--- src/rtl/cgra_sram_arb_pkg.sv ---
// ---------------------------------------------------------------------------
// cgra_sram_arb_pkg : shared types and default timing constants for the
//                     CGRA SRAM bank arbiter
// Revision : 1.0
// ---------------------------------------------------------------------------
`default_nettype none

package cgra_sram_arb_pkg;

  typedef enum logic [1:0] {
    ACTIVE = 2'd0,
    RET    = 2'd1,
    WAKE   = 2'd2
  } arb_state_e;

  localparam int DEF_RET_IDLE_CYCLES = 64;
  localparam int DEF_WAKE_CYCLES     = 4;

endpackage

`default_nettype wire

--- src/rtl/rr_arbiter.sv ---
// ---------------------------------------------------------------------------
// rr_arbiter : picks the first active request at or above ptr (wrapping)
//              and returns it as a one-hot grant plus its index
// Revision : 1.0
// ---------------------------------------------------------------------------
`default_nettype none

module rr_arbiter #(
  parameter int NumReq = 4
) (
  input  logic [NumReq-1:0]         req,
  input  logic [$clog2(NumReq)-1:0] ptr,
  output logic [NumReq-1:0]         gnt,
  output logic [$clog2(NumReq)-1:0] idx,
  output logic                      valid
);

  localparam int IDX_W = $clog2(NumReq);

  // One extra bit so the wrap also works when NumReq is not a power of two.
  logic [IDX_W:0] cand;

  always_comb begin
    gnt   = '0;
    idx   = '0;
    valid = 1'b0;
    cand  = '0;
    for (int i = 0; i < NumReq; i++) begin
      cand = {1'b0, ptr} + (IDX_W+1)'(i);
      if (cand >= (IDX_W+1)'(NumReq)) begin
        cand = cand - (IDX_W+1)'(NumReq);
      end
      if (!valid && req[cand[IDX_W-1:0]]) begin
        valid                 = 1'b1;
        idx                   = cand[IDX_W-1:0];
        gnt[cand[IDX_W-1:0]]  = 1'b1;
      end
    end
  end

endmodule

`default_nettype wire

--- src/rtl/cgra_sram_arbiter.sv ---
// ---------------------------------------------------------------------------
// cgra_sram_arbiter : round-robin sharing of one CGRA SRAM bank with
//                     idle-timeout retention and a guarded wake-up delay
// Revision : 1.0
// ---------------------------------------------------------------------------
`default_nettype none

module cgra_sram_arbiter
  import cgra_sram_arb_pkg::*;
#(
  parameter  int NumReq        = 4,
  parameter  int NumWords      = 1024,
  parameter  int RetIdleCycles = DEF_RET_IDLE_CYCLES,
  parameter  int WakeCycles    = DEF_WAKE_CYCLES,
  localparam int AddrWidth     = (NumWords > 1) ? $clog2(NumWords) : 1
) (
  input  logic                        clk_i,
  input  logic                        rst_ni,
  input  logic [NumReq-1:0]           req_i,
  input  logic [NumReq-1:0]           we_i,
  input  logic [NumReq*AddrWidth-1:0] addr_i,
  input  logic [NumReq*32-1:0]        wdata_i,
  input  logic [NumReq*4-1:0]         be_i,
  output logic [NumReq-1:0]           gnt_o,
  output logic [NumReq-1:0]           rvalid_o,
  output logic [31:0]                 rdata_o,
  input  logic                        ret_en_i,
  output logic                        mem_req_o,
  output logic                        mem_we_o,
  output logic [AddrWidth-1:0]        mem_addr_o,
  output logic [31:0]                 mem_wdata_o,
  output logic [3:0]                  mem_be_o,
  output logic                        mem_set_retentive_o,
  input  logic [31:0]                 mem_rdata_i,
  output logic                        retentive_o
);

  localparam int IDX_W  = $clog2(NumReq);
  localparam int IDLE_W = $clog2(RetIdleCycles + 1);
  localparam int WAKE_W = $clog2(WakeCycles + 1);

  localparam logic [IDLE_W-1:0] IDLE_MAX  = IDLE_W'(RetIdleCycles);
  localparam logic [WAKE_W-1:0] WAKE_INIT = WAKE_W'(WakeCycles - 1);
  localparam logic [IDX_W-1:0]  LAST_IDX  = IDX_W'(NumReq - 1);

  arb_state_e         state, next_state;
  logic [IDX_W-1:0]   rr_ptr;
  logic [IDLE_W-1:0]  idle_cnt, idle_cnt_nxt;
  logic [WAKE_W-1:0]  wake_cnt, wake_cnt_nxt;
  logic [NumReq-1:0]  rvalid_q;
  logic [NumReq-1:0]  arb_gnt;
  logic [IDX_W-1:0]   arb_idx;
  logic               arb_valid;
  logic               grant_en;
  logic               granted;
  int                 sel;

  rr_arbiter #(.NumReq(NumReq)) u_rr_arbiter (
    .req   (req_i),
    .ptr   (rr_ptr),
    .gnt   (arb_gnt),
    .idx   (arb_idx),
    .valid (arb_valid)
  );

  always_comb begin
    next_state   = state;
    idle_cnt_nxt = idle_cnt;
    wake_cnt_nxt = wake_cnt;
    grant_en     = 1'b0;
    unique case (state)
      ACTIVE: begin
        grant_en = 1'b1;
        if (|req_i) begin
          idle_cnt_nxt = '0;
        end else if (idle_cnt != IDLE_MAX) begin
          idle_cnt_nxt = idle_cnt + 1'b1;
        end
        // A request in the timeout cycle keeps us active.
        if (ret_en_i && (idle_cnt == IDLE_MAX) && !(|req_i) && !(|rvalid_q)) begin
          next_state = RET;
        end
      end
      RET: begin
        if ((|req_i) || !ret_en_i) begin
          next_state   = WAKE;
          wake_cnt_nxt = WAKE_INIT;
        end
      end
      WAKE: begin
        if (wake_cnt == '0) begin
          next_state   = ACTIVE;
          idle_cnt_nxt = '0;
        end else begin
          wake_cnt_nxt = wake_cnt - 1'b1;
        end
      end
      default: next_state = ACTIVE;
    endcase
  end

  assign granted = grant_en && arb_valid;
  assign gnt_o   = granted ? arb_gnt : '0;
  assign sel     = int'(arb_idx);

  always_comb begin
    mem_req_o   = 1'b0;
    mem_we_o    = 1'b0;
    mem_addr_o  = '0;
    mem_wdata_o = '0;
    mem_be_o    = '0;
    if (granted) begin
      mem_req_o   = 1'b1;
      mem_we_o    = we_i[arb_idx];
      mem_addr_o  = addr_i[sel*AddrWidth +: AddrWidth];
      mem_wdata_o = wdata_i[sel*32 +: 32];
      mem_be_o    = be_i[sel*4 +: 4];
    end
  end

  always_ff @(posedge clk_i or negedge rst_ni) begin
    if (!rst_ni) begin
      state    <= ACTIVE;
      rr_ptr   <= '0;
      idle_cnt <= '0;
      wake_cnt <= '0;
      rvalid_q <= '0;
    end else begin
      state    <= next_state;
      idle_cnt <= idle_cnt_nxt;
      wake_cnt <= wake_cnt_nxt;
      rvalid_q <= gnt_o;
      if (granted) begin
        rr_ptr <= (arb_idx == LAST_IDX) ? '0 : arb_idx + 1'b1;
      end
    end
  end

  assign rvalid_o            = rvalid_q;
  assign rdata_o             = mem_rdata_i;
  assign mem_set_retentive_o = (state == RET);
  assign retentive_o         = (state == RET);

endmodule

`default_nettype wire

--- config.mk ---
export PLATFORM = sky130hd
export DESIGN_NAME = cgra_sram_arbiter
export DESIGN_NICKNAME = d
export VERILOG_FILES = /design/src/rtl/cgra_sram_arb_pkg.sv /design/src/rtl/rr_arbiter.sv /design/src/rtl/cgra_sram_arbiter.sv
export SDC_FILE = /design/constraint.sdc
export NUM_CORES = 1
export LEC_CHECK = 0
export CAP_MARGIN = 10
export CORE_AREA = 2 2 124 126
export CTS_CLUSTER_DIAMETER = 150
export DETAILED_ROUTE_END_ITERATION = 8
export DIE_AREA = 0 0 126 128
export PLACE_DENSITY = 0.63
export SLEW_MARGIN = 20
export SYNTH_ARGS = -nofsm -noshare
export SYNTH_HDL_FRONTEND = slang
export SYNTH_HIERARCHICAL = 1
export SYNTH_SLANG_ARGS = --single-unit
--- constraint.sdc ---
create_clock -name clk_i -period 4.7 [get_ports clk_i]
set_input_delay 0.47 -clock clk_i [delete_from_list [all_inputs] [get_ports clk_i]]
set_output_delay 0.47 -clock clk_i [all_outputs]
set_load 0.1 [all_outputs]
Yosys cells after proc, flatten, opt, wreduce, memory -nomap -nowiden
Index checks and enable logic that the tools add are counted.
- add/subtract/negate cells: 10
- $mul: 1
- order comparisons: 13
- equal/unequal tests: 10
- shift operators: 3
- multiplexer cells: 53
- bitwise logic cells: 3
- reduce and logical (&&, ||, !) cells: 27
- operators with widths (kind ; number):
    128-bit by 8-bit variable part select with 32-bit output ; 1
    40-bit by 7-bit variable part select with 10-bit output ; 1
    32-bit two-way mux ; 1
    2-bit two-way mux ; 12
    4-bit two-way mux ; 6
    7-bit two-way mux ; 3
    1-bit two-way mux ; 16
    16-bit by 5-bit variable part select with 4-bit output ; 1
    2-bit by 3-bit less-than comparator with 1-bit output (second input constant) ; 5
    7-bit one-hot mux with 2 select lines ; 1
    4-bit OR ; 3
    1-bit logical AND ; 11
    1-bit binary-select mux with 2-bit select ; 5
    10-bit two-way mux ; 1
    3-bit greater-or-equal comparator (second input constant) ; 3
    3-bit AND reduction ; 3
    1-bit demux with 2-bit select ; 4
    2-bit by 1-bit greater-or-equal comparator with 1-bit output (second input constant) ; 4
    4-bit OR reduction ; 2
    2-bit by 1-bit subtractor with 2-bit output (second input constant) ; 4
    7-bit by 1-bit adder with 7-bit output (second input constant) ; 1
    7-bit equality test (second input constant) ; 1
    7-bit != test (second input constant) ; 1
    2-bit by 2-bit adder with 3-bit output (second input constant) ; 2
    18 further kinds ; 28
- register bits after elaboration: 18

Logic depth before layout (Yosys ltp)
Gate-level depths: netlist of run 1.
- depth in word-level cells: 17
- gate-level depth with buffers: 12
- mapped depth without buffers: 9

Hierarchy
Netlist of run 1, hierarchy kept.
- by module, submodules not included (module ; instances ; cells an instance ; area an instance (um^2) ; sequential area each (um^2)):
    cgra_sram_arbiter ; 1 ; 237 ; 2636.3 ; 450.4
    rr_arbiter ; 1 ; 45 ; 421.7 ; 0.0

Worst setup path before layout of run 1
Ideal clock, no wire load.
- kind: reg2out
- from: reg rr_ptr[0]
- to: out mem_addr_o[0]
- data arrival time: 3459 ps
- required time: 4230 ps
- slack: 771 ps
- cell stages (with the launch flop): 13
- path buffers: 4
- cells stage by stage: dfrtp_1 buf_6 inv_1 ha_1 mux4_2 buf_6 nor4b_4 nor2_1 a32o_1 buf_2 clkbuf_1 mux4_2 and3_1
- word-level cells in the longest chain between the ends: 17
- elaborated cells on any way between the ends: 41
- those cells by class: add/sub (7); mul (1); order compare (4); shift (1); mux (21); reduce/logical (7)
- ends and longest elaborated chain (element ; line ; RTL):
    start, declared ; cgra_sram_arbiter.sv:47 ; logic [IDX_W-1:0] rr_ptr;
    start signal, assigned ; cgra_sram_arbiter.sv:134 ; rr_ptr <= (arb_idx == LAST_IDX) ? '0 : arb_idx + 1'b1;
    branches (longest 13 deep; another with 2-bit by 1-bit adder with 3-bit output) ; -- ;
    2-bit two-way mux * ; rr_arbiter.sv:33 ; if (!valid && req[cand[IDX_W-1:0]]) begin
    via arb_idx[1] ; cgra_sram_arbiter.sv:52 ; logic [IDX_W-1:0] arb_idx;
    2-bit by 3-bit multiplier with 5-bit output * ; cgra_sram_arbiter.sv:115 ; mem_addr_o = addr_i[sel*AddrWidth +: AddrWidth];
    40-bit by 7-bit variable part select with 10-bit output * ; cgra_sram_arbiter.sv:115 ;
    10-bit two-way mux * ; cgra_sram_arbiter.sv:112 ; if (granted) begin
    end, declared ; cgra_sram_arbiter.sv:30 ; output logic [AddrWidth-1:0] mem_addr_o,
Mark *: on every way through the listed nets, which the timed path passes. The select of a mux whose other input is x is not followed.

Worst setup path in the final report of run 1
- from: in req_i[3]
- to: out mem_addr_o[9]
- word-level cells in the longest chain between the ends: 15
- elaborated cells on any way between the ends: 26
- those cells by class: mul (1); shift (1); mux (17); reduce/logical (7)
- ends and longest elaborated chain (element ; line ; RTL):
    start, declared ; cgra_sram_arbiter.sv:19 ; input logic [NumReq-1:0] req_i,
    1-bit binary-select mux with 2-bit select ; rr_arbiter.sv:33 ;
    1-bit two-way mux (not written as such) ; rr_arbiter.sv:33 ;
    1-bit two-way mux ; rr_arbiter.sv:33 ;
    1-bit logical NOT ; rr_arbiter.sv:33 ;
    1-bit logical AND ; rr_arbiter.sv:33 ;
    1-bit two-way mux ; rr_arbiter.sv:33 ;
    1-bit logical NOT ; rr_arbiter.sv:33 ;
    1-bit logical AND ; rr_arbiter.sv:33 ;
    1-bit two-way mux ; rr_arbiter.sv:33 ;
    1-bit logical NOT ; rr_arbiter.sv:33 ;
    1-bit logical AND ; rr_arbiter.sv:33 ;
    2-bit two-way mux * ; rr_arbiter.sv:33 ;
    via arb_idx[0] ; cgra_sram_arbiter.sv:52 ;
    2-bit by 3-bit multiplier with 5-bit output * ; cgra_sram_arbiter.sv:115 ;
    40-bit by 7-bit variable part select with 10-bit output * ; cgra_sram_arbiter.sv:115 ;
    10-bit two-way mux * ; cgra_sram_arbiter.sv:112 ;
Mark *: on every way through the listed nets, which the timed path passes. The rest lies on a longest branch. The select of a mux whose other input is x is not followed.

==> results of run 1 <==
worst max-delay path: cells and delay by family:
| family | cells | cell delay [ns] |
|---|---|---|
| simple gates | 3 | 0.47 |
| compound gates | 1 | 0.74 |
| mux | 2 | 1.17 |
| buf+inv | 3 | 1.02 |
layer usage:
metal	track usage, %	vias to the layer above	share of wire (%)	wire length [um]
met2	32.5	142	56	7780
met1	18.1	1663	35	4890
met4	2.97	0	1.6	222
li1	-	1508	-	-
met3	4.55	17	7.7	1080
met5	0	-	0	0
cell type report:
class,instances,area [um^2]
repair buffers,260,2970
fillers,1448,8850
diodes,1,2.50
flip-flops and latches,18,450
inverters,7,26.3
clock buffers,4,88.8
multi-input cells,200,2240
well taps,188,235
layout by cell type (no fill, tap or decap), types with 2 or more instances in the layout:
master	n
mux2_2	3
nand3_1	3
nand2b_1	2
and3_1	54
or3_2	3
nor2b_1	5
nor4_1	3
or2_2	2
ha_1	10
mux2i_1	3
mux4_2	49
nor3_1	3
buf_12	41
o21ai_0	6
a31oi_1	5
clkdlybuf4s50_1	200
dfrtp_1	18
a22oi_1	8
mux4_1	2
inv_1	7
nand2_1	4
buf_4	19
clkbuf_16	3
nor2_1	9
a21oi_1	7
and2_1	2
per-stage QoR:
| stage | setup slack (ns) | instance area (um^2) | util (%) | cells |
|---|---|---|---|---|
| after floorplan | 0.771 | 3060 | - | 282 |
| after global placement | 0.317 | 5920 | 39.8 | 673 |
| after detailed placement | 0.282 | 5920 | 39.8 | 673 |
| after CTS | 0.265 | 6010 | 40.4 | 677 |
| after global routing | 0.0790 | 6010 | 40.4 | 678 |
| final | 0.362 | 6010 | 40.4 | 678 |
registers in the layout (all words and copies together) (netlist names):
name and cells:
wake_cnt 3, state 2, rvalid_o 4, idle_cnt 7
rr_ptr 2
cells by family (layout without fill, tap and decap cells):
| group | Yosys count | after routing | synth area share [%] |
|---|---|---|---|
| AO/OA/AOI/OAI | 37 | 37 | 9.21 |
| adder cells (fa/ha/maj) | 10 | 10 | 4.09 |
| other | 0 | 1 | 0 |
| AND/OR/NAND/NOR | 95 | 95 | 19.0 |
| XOR/XNOR | 1 | 1 | 0.286 |
| multiplexers | 57 | 57 | 39.9 |
| flip-flops | 18 | 18 | 14.7 |
| buffers and inverters | 64 | 271 | 12.8 |
worst max path at each step:
stage,start,endpoint
3_3_place_gp,req_i[3],mem_addr_o[9]
2_1_floorplan,rr_ptr[0],mem_addr_o[0]
6_report,req_i[3],mem_addr_o[9]
4_1_cts,req_i[3],mem_addr_o[9]
3_5_place_dp,req_i[3],mem_addr_o[9]
5_1_grt,req_i[0],mem_addr_o[9]
==> results.cfg, run 1 <==
[run_status]
status = finished, final reports clean

[floorplanning]
io_pins = 317
rows = 45
die_h_um = 128
start_util_pct = 20.6
die_w_um = 126
die_area_um2 = 16100
core_area_um2 = 14900

[logic_synthesis]
synthArstFlopShare_pct = 100
synth_edf_count = 0
ys_types = 41
netlist_instances = 282
ys_top_cells_by_area = mux4_2 (36%), dfrtp_1 (15%), and3_1 (11%)
synth_area_um2 = 3060
syn-num-nets = 519
synth_top_area_share_pct = 36.1
synth_top_cell_by_area = mux4_2
yosysSeqAreaShare_pct = 14.7
avgSynthCellArea_um2 = 10.8
synthFlopType = dfrtp_1
ys_top_cells_by_count = and3_1 (54), mux4_2 (49), buf_4 (35)
synth-seq-cells = 18
yosysMostFrequentCell = and3_1
ys_warn_count = 6

[global_route]
grt_pass1_vias = 3686
antenna_found_initial = 1
grt_overflow = 0
grt_pass1_wl_mm = 21.1
grt_util_all_layers_pct = 16.7
grt_max_degree = 53

[worst_hold_path]
hold_depth = 1
hp-start = wake_cnt[0]
hold_class = flip-flop to flip-flop
worstHoldEndpoint = wake_cnt[0]

[finish]
num-nets-final = 727
layout-drive-gt1-share_pct = 26.6
syn2layout_area_growth_pct = 96.5

[worst_setup_path]
worstPathArrival_ns = 3.87
r2r-end = rr_ptr[1]
critPathKind = input pin to output pin
reg2regPathDepth = 9
critPathMaxFanout = 11
worstSetupStartpointType = input pin
crit_required_ns = 4.23
r2r_slack_ns = 1.25
reg2reg_from = rr_ptr[1]
end_kind = output pin
cp_cell_sequence = clkdlybuf4s50_1 -> mux4_1 -> nor2b_1 -> nor2_1 -> o31ai_4 -> buf_4 -> mux4_2 -> and3_1 -> buf_12
slowest_stage = o31ai_4
critPathMaxStageDelay_ns = 0.74

[sta]
finalClockSkew_ns = 0.00335
min_period_over_period_pct = 92.3
tns_ns = 0
rsz0062_at_grt = no
tightestPinTransition_ns = 1.03
final_hold_viol_count = 0
slew_viol_final = 0
fmax_ghz = 0.230
min_period_ns = 4.34
whs_ns = 0.483
setup-violations-final = 0
max_slew_margin_pct = 31.1

[cts]
cts.sinks = 18
insertion_delay_ns = 0.25
clk_pin_slew_ns = 0.05
cts_tree = built
cts_max_level = 1
cts_made_buffers = 3
clk_path_buf_depth = 2
holdBufCountCts = 0
ctsResizeCount = 0
cts-root-buf = clkbuf_16
post_cts.repair.setup_buffers = 0

[routing]
drtPass1Iterations = 4
drt-initial-drc-count = 171
drc = 0
ant_nets = 0
vias = 3330
wl_per_cell_um = 20.6
via_per_inst = 4.91
drt-total-wl_mm = 14.0

[placed_design]
place_congestion = 0.859
numPortBuffers = 252
dp_hpwl_mm = 11.7

[job]
drv_cap = 0
Power of run 1 is not shown: default switching activity piles up to over one toggle a cycle in this logic, so the estimate is an artifact.
==> run 2, diff against run 1 <==
SETUP_SLACK_MARGIN = 0.5   (was default)
==> run 2 against run 1 <==
  * Register-to-register slack better by 0.25 ns
  * Routed wire length is 0.42% higher
  * Hold slack worse by 0.0020 ns
  * Flip-flop and latch count stayed put
  * Final area is 0.67% higher
==> results.cfg, run 2 (synthesis results as in run 1) <==
[worst_hold_path]
hold_depth = 1
hp-start = wake_cnt[0]
hold_class = flip-flop to flip-flop
worstHoldEndpoint = wake_cnt[0]

[routing]
via_per_inst = 4.92
wl_met1_mm = 4.91
top_layer = met4
wl_met2_mm = 7.81
drtPass1Iterations = 4
ant_nets = 0
drt-total-wl_mm = 14.0
routed-wl-met3_mm = 1.10
wl_per_cell_um = 20.6
vias = 3348
drc = 0
drt-initial-drc-count = 159

[sta]
tns_ns = 0
max_slew_margin_pct = 30.4
tightestPinTransition_ns = 1.04
min_period_ns = 4.02
final_hold_viol_count = 0
setup-violations-final = 0
min_period_over_period_pct = 85.6
rsz0062_at_grt = no
slew_viol_final = 0
finalClockSkew_ns = 0.00343
whs_ns = 0.481
fmax_ghz = 0.249

[global_route]
grt_util_all_layers_pct = 16.7
grt_pass1_vias = 3685
grt_pass1_wl_mm = 21.2
grt_max_degree = 53
grt_overflow = 0
antenna_found_initial = 1

[cts]
clk_path_buf_depth = 2
cts_max_level = 1
clk_pin_slew_ns = 0.05
cts.sinks = 18
insertion_delay_ns = 0.25
holdBufCountCts = 0
cts_tree = built
cts-root-buf = clkbuf_16
cts_made_buffers = 3

[finish]
fillCellCount = 1445
syn2layout_area_growth_pct = 97.8
regArea_um2 = 452
multi_input_area_um2 = 2240
top_register = idle_cnt
final_cell_mix = clkdlybuf4s50_1 (200), and3_1 (54), mux4_2 (49)
num-nets-final = 730
largest_reg_flops = 7
final_common_cell = clkdlybuf4s50_1
layout-drive-gt1-share_pct = 27.2

[worst_setup_path]
cp_cell_sequence = clkdlybuf4s50_1 -> mux4_1 -> and2b_2 -> o21ai_0 -> o31ai_4 -> buf_12 -> buf_4 -> mux4_2 -> and3_1 -> buf_4
crit_buf_inv = 4
end_kind = output pin
r2r_slack_ns = 1.50
cp_common_cell = buf_4
worstPathArrival_ns = 3.55
critPathMaxStageDelay_ns = 0.66
cp_top_family = buffers and inverters
critPathMaxFanout = 11
crit_required_ns = 4.23
worstSetupStartpointType = input pin
critPathKind = input pin to output pin
reg2reg_from = rr_ptr[1]
reg2regPathDepth = 9
r2r-end = rr_ptr[1]
slowest_stage = mux4_1

[placed_design]
place_congestion = 0.859
numPortBuffers = 252
dp_hpwl_mm = 11.7

[floorplanning]
die_h_um = 128
start_util_pct = 20.6
die_w_um = 126
die_area_um2 = 16100
io_pins = 317
core_area_um2 = 14900
rows = 45

[run_status]
status = finished, final reports clean

[job]
drv_cap = 0
==> run 2: cell types whose count changed in the layout (fill, tap and decap cells not counted) <==
| cell | previous run | this run |
|---|---|---|
| buf_4 | 19 | 20 |
| dfrtp_2 | 0 | 1 |
| dfrtp_1 | 18 | 17 |
| buf_6 | 0 | 1 |
| buf_12 | 41 | 42 |
==> run 2: how the worst max path moves through the flow <==
stage | startpoint | end | slack [ns] | cells after the start
2_1_floorplan | rr_ptr[0] | mem_addr_o[0] | 0.77 | 12
3_3_place_gp | req_i[3] | mem_addr_o[9] | 0.32 | 9
3_5_place_dp | req_i[3] | mem_addr_o[9] | 0.28 | 9
4_1_cts | rr_ptr[1] | mem_addr_o[9] | 0.54 | 11
5_1_grt | req_i[0] | mem_addr_o[3] | 0.52 | 10
6_report | req_i[0] | mem_addr_o[3] | 0.68 | 10
==> run 2: routing by layer <==
| layer | track usage (%) | up-vias |
|---|---|---|
| li1 | - | 1515 |
| met4 | 2.97 | 0 |
| met5 | 0 | - |
| met1 | 18.2 | 1667 |
| met3 | 4.55 | 16 |
| met2 | 32.5 | 150 |
==> run 2: final cells by class <==
type / instances / share of cell area (%)
diodes: 1 / 0.0414
clock buffers: 4 / 1.47
inverters: 7 / 0.434
multi-input cells: 200 / 37.0
flip-flops and latches: 18 / 7.47
well taps: 188 / 3.89
repair buffers: 263 / 49.7
==> run 2: timing repair <==
| action | 4_1_cts | 5_1_grt |
|---|---|---|
| pin swaps | 1 | 0 |
| resized for setup | 1 | 1 |
| setup buffers | 1 | 2 |
| endpoints found under the setup margin | 45 | 45 |
| gates cloned | 0 | 0 |
==> run 2: per-stage QoR <==
step | setup slack (ns) | std cells | utilization [%] | area [um^2]
6_report | 0.677 | 681 | 40.7 | 6050
3_5_place_dp | 0.282 | 673 | 39.8 | 5920
2_1_floorplan | 0.771 | 282 | - | 3060
5_1_grt | 0.520 | 681 | 40.7 | 6050
3_3_place_gp | 0.317 | 673 | 39.8 | 5920
4_1_cts | 0.540 | 678 | 40.6 | 6030
Power of run 2 is left out for the same reason.
==> run 3, diff against run 2 <==
ABC_AREA = 1   (was default)
PLACE_DENSITY = 0.65   (was 0.63)
==> run 3 against run 2 <==
  * First-iteration DRC count up 39%
  * Critical path type is now flip-flop to output pin
  * Register-to-register slack improved by 0.33 ns
  * Routed wire length grew 9.4%
  * Sequential share of layout area down 0.26 points
==> results.cfg, run 3 <==
[run_status]
status = finished, final reports clean

[cts]
cts_made_buffers = 3
cts_tree = built
clk_path_buf_depth = 2
ctsResizeCount = 0
cts.sinks = 18
insertion_delay_ns = 0.25
cts-root-buf = clkbuf_16
cts_max_level = 1
clk_pin_slew_ns = 0.06
post_cts.repair.setup_buffers = 0
holdBufCountCts = 0

[sta]
final_hold_viol_count = 0
min_period_ns = 3.89
fmax_ghz = 0.257
min_period_over_period_pct = 82.8
tns_ns = 0
max_slew_margin_pct = 35.0
tightestPinTransition_ns = 0.972
setup-violations-final = 0
slew_viol_final = 0
finalClockSkew_ns = 0.00493
rsz0062_at_grt = no

[routing]
wl_met2_mm = 7.80
vias = 4587
drc = 0
drt-total-wl_mm = 15.4
drtPass1Iterations = 5
wl_met1_mm = 6.12
wl_per_cell_um = 15.5
routed-wl-met3_mm = 1.15
via_per_inst = 4.64
top_layer = met5
ant_nets = 0
drt-initial-drc-count = 221

[worst_setup_path]
crit_start = rr_ptr[1]
critPathKind = flip-flop to output pin
crit_path_end = mem_wdata_o[28]
r2r-end = rr_ptr[1]
reg2reg_from = rr_ptr[1]
crit_required_ns = 4.23
critPathMaxFanout = 96
r2r_slack_ns = 1.83
reg2regPathDepth = 12
worstSetupStartpointType = flip-flop
worstPathArrival_ns = 3.42
end_kind = output pin

[logic_synthesis]
ys_warn_count = 6
synth_edf_count = 0
synth_area_um2 = 3360
synthArstFlopShare_pct = 100
yosysSeqAreaShare_pct = 13.4
syn-num-nets = 849
synthFlopType = dfrtp_1
ys_top_cells_by_count = nor2_1 (211), a21oi_1 (55), nand2_1 (53)
synth_top_cell_by_area = nor2_1
avgSynthCellArea_um2 = 5.50
ys_types = 30
synth_top_area_share_pct = 23.5
ys_top_cells_by_area = nor2_1 (24%), dfrtp_1 (13%), buf_4 (8.3%)
synth-seq-cells = 18
netlist_instances = 612
yosysMostFrequentCell = nor2_1

[placed_design]
place_congestion = 0.913
numPortBuffers = 252
dp_hpwl_mm = 11.9

[global_route]
antenna_found_initial = 2
grt_pass1_vias = 4418
grt_pass1_wl_mm = 23.3
grt_max_degree = 97
grt_overflow = 0
grt_util_all_layers_pct = 17.9

[floorplanning]
die_h_um = 128
die_w_um = 126
start_util_pct = 22.6
die_area_um2 = 16100
rows = 45
core_area_um2 = 14900
io_pins = 317

[finish]
final_cell_mix = nor2_1 (211), clkdlybuf4s50_1 (200), a21oi_1 (54)
final_common_cell = nor2_1
fillCellCount = 1576
layout-drive-gt1-share_pct = 10.8
top_register = idle_cnt
syn2layout_area_growth_pct = 86.3
num-nets-final = 1038
largest_reg_flops = 7

[job]
drv_cap = 0

[worst_hold_path]
hold_class = flip-flop to flip-flop
## run 3: cell type report
type                    count  area (um^2)  area share (%)
well taps                 188          235            3.75
repair buffers            256         3060            48.8
inverters                  29          111            1.78
diodes                      1         2.50          0.0399
multi-input cells         493         2320            37.1
clock buffers               4         88.8            1.42
flip-flops and latches     18          452            7.21
## run 3: how the worst min path moves through the flow
| stage | from | end | slack (ns) | cells after the start |
|---|---|---|---|---|
| floorplan | rst_ni | idle_cnt[0] | 0.17 | 0 |
| global placement | wake_cnt[0] | wake_cnt[0] | 0.49 | 2 |
| detailed placement | wake_cnt[0] | wake_cnt[0] | 0.49 | 2 |
| CTS | wake_cnt[0] | wake_cnt[0] | 0.51 | 2 |
| global route | wake_cnt[0] | wake_cnt[0] | 0.55 | 2 |
| finish | wake_cnt[0] | wake_cnt[0] | 0.50 | 2 |
## run 3: worst max-delay path, stage by stage, from the launching register on
cell and delay, ns:
dfrtp_1 0.49, inv_1 0.17, ha_1 0.38, inv_1 0.10, nand3_1 0.09, nand2_1 0.05, nor2_1 0.29, a21oi_1 0.16
nand3_4 0.14, buf_16 0.29, nor2_1 0.10, nor2_1 0.09, o21ai_0 0.15, a21oi_1 0.31, buf_12 0.22
## run 3: metal layers
metal | global-route usage [%] | vias up
met1 | 21.5 | 2044
met3 | 4.88 | 22
met4 | 4.27 | 2
met2 | 31.7 | 184
met5 | 0 | -
li1 | - | 2335
## run 3: logic make-up after synthesis
family          Yosys count  share of synthesized area, %
flops                    18                          13.4
simple gates            325                          40.8
compound gates          158                          23.9
fa+ha+maj                10                          3.72
buf+inv                 101                          18.2
## run 3: metrics by stage
| step | instance area, um^2 | cells | util (%) | setup slack (ns) | hold WS [ns] |
|---|---|---|---|---|---|
| floorplan | 3360 | 612 | - | 0.565 | 0.174 |
| global placement | 6160 | 984 | 41.5 | 1.02 | 0.490 |
| detailed placement | 6160 | 984 | 41.5 | 0.987 | 0.493 |
| CTS | 6250 | 988 | 42.1 | 0.704 | 0.506 |
| global route | 6270 | 989 | 42.2 | 0.572 | 0.545 |
| finish | 6270 | 989 | 42.2 | 0.808 | 0.498 |
Power of run 3 is left out for the same reason.
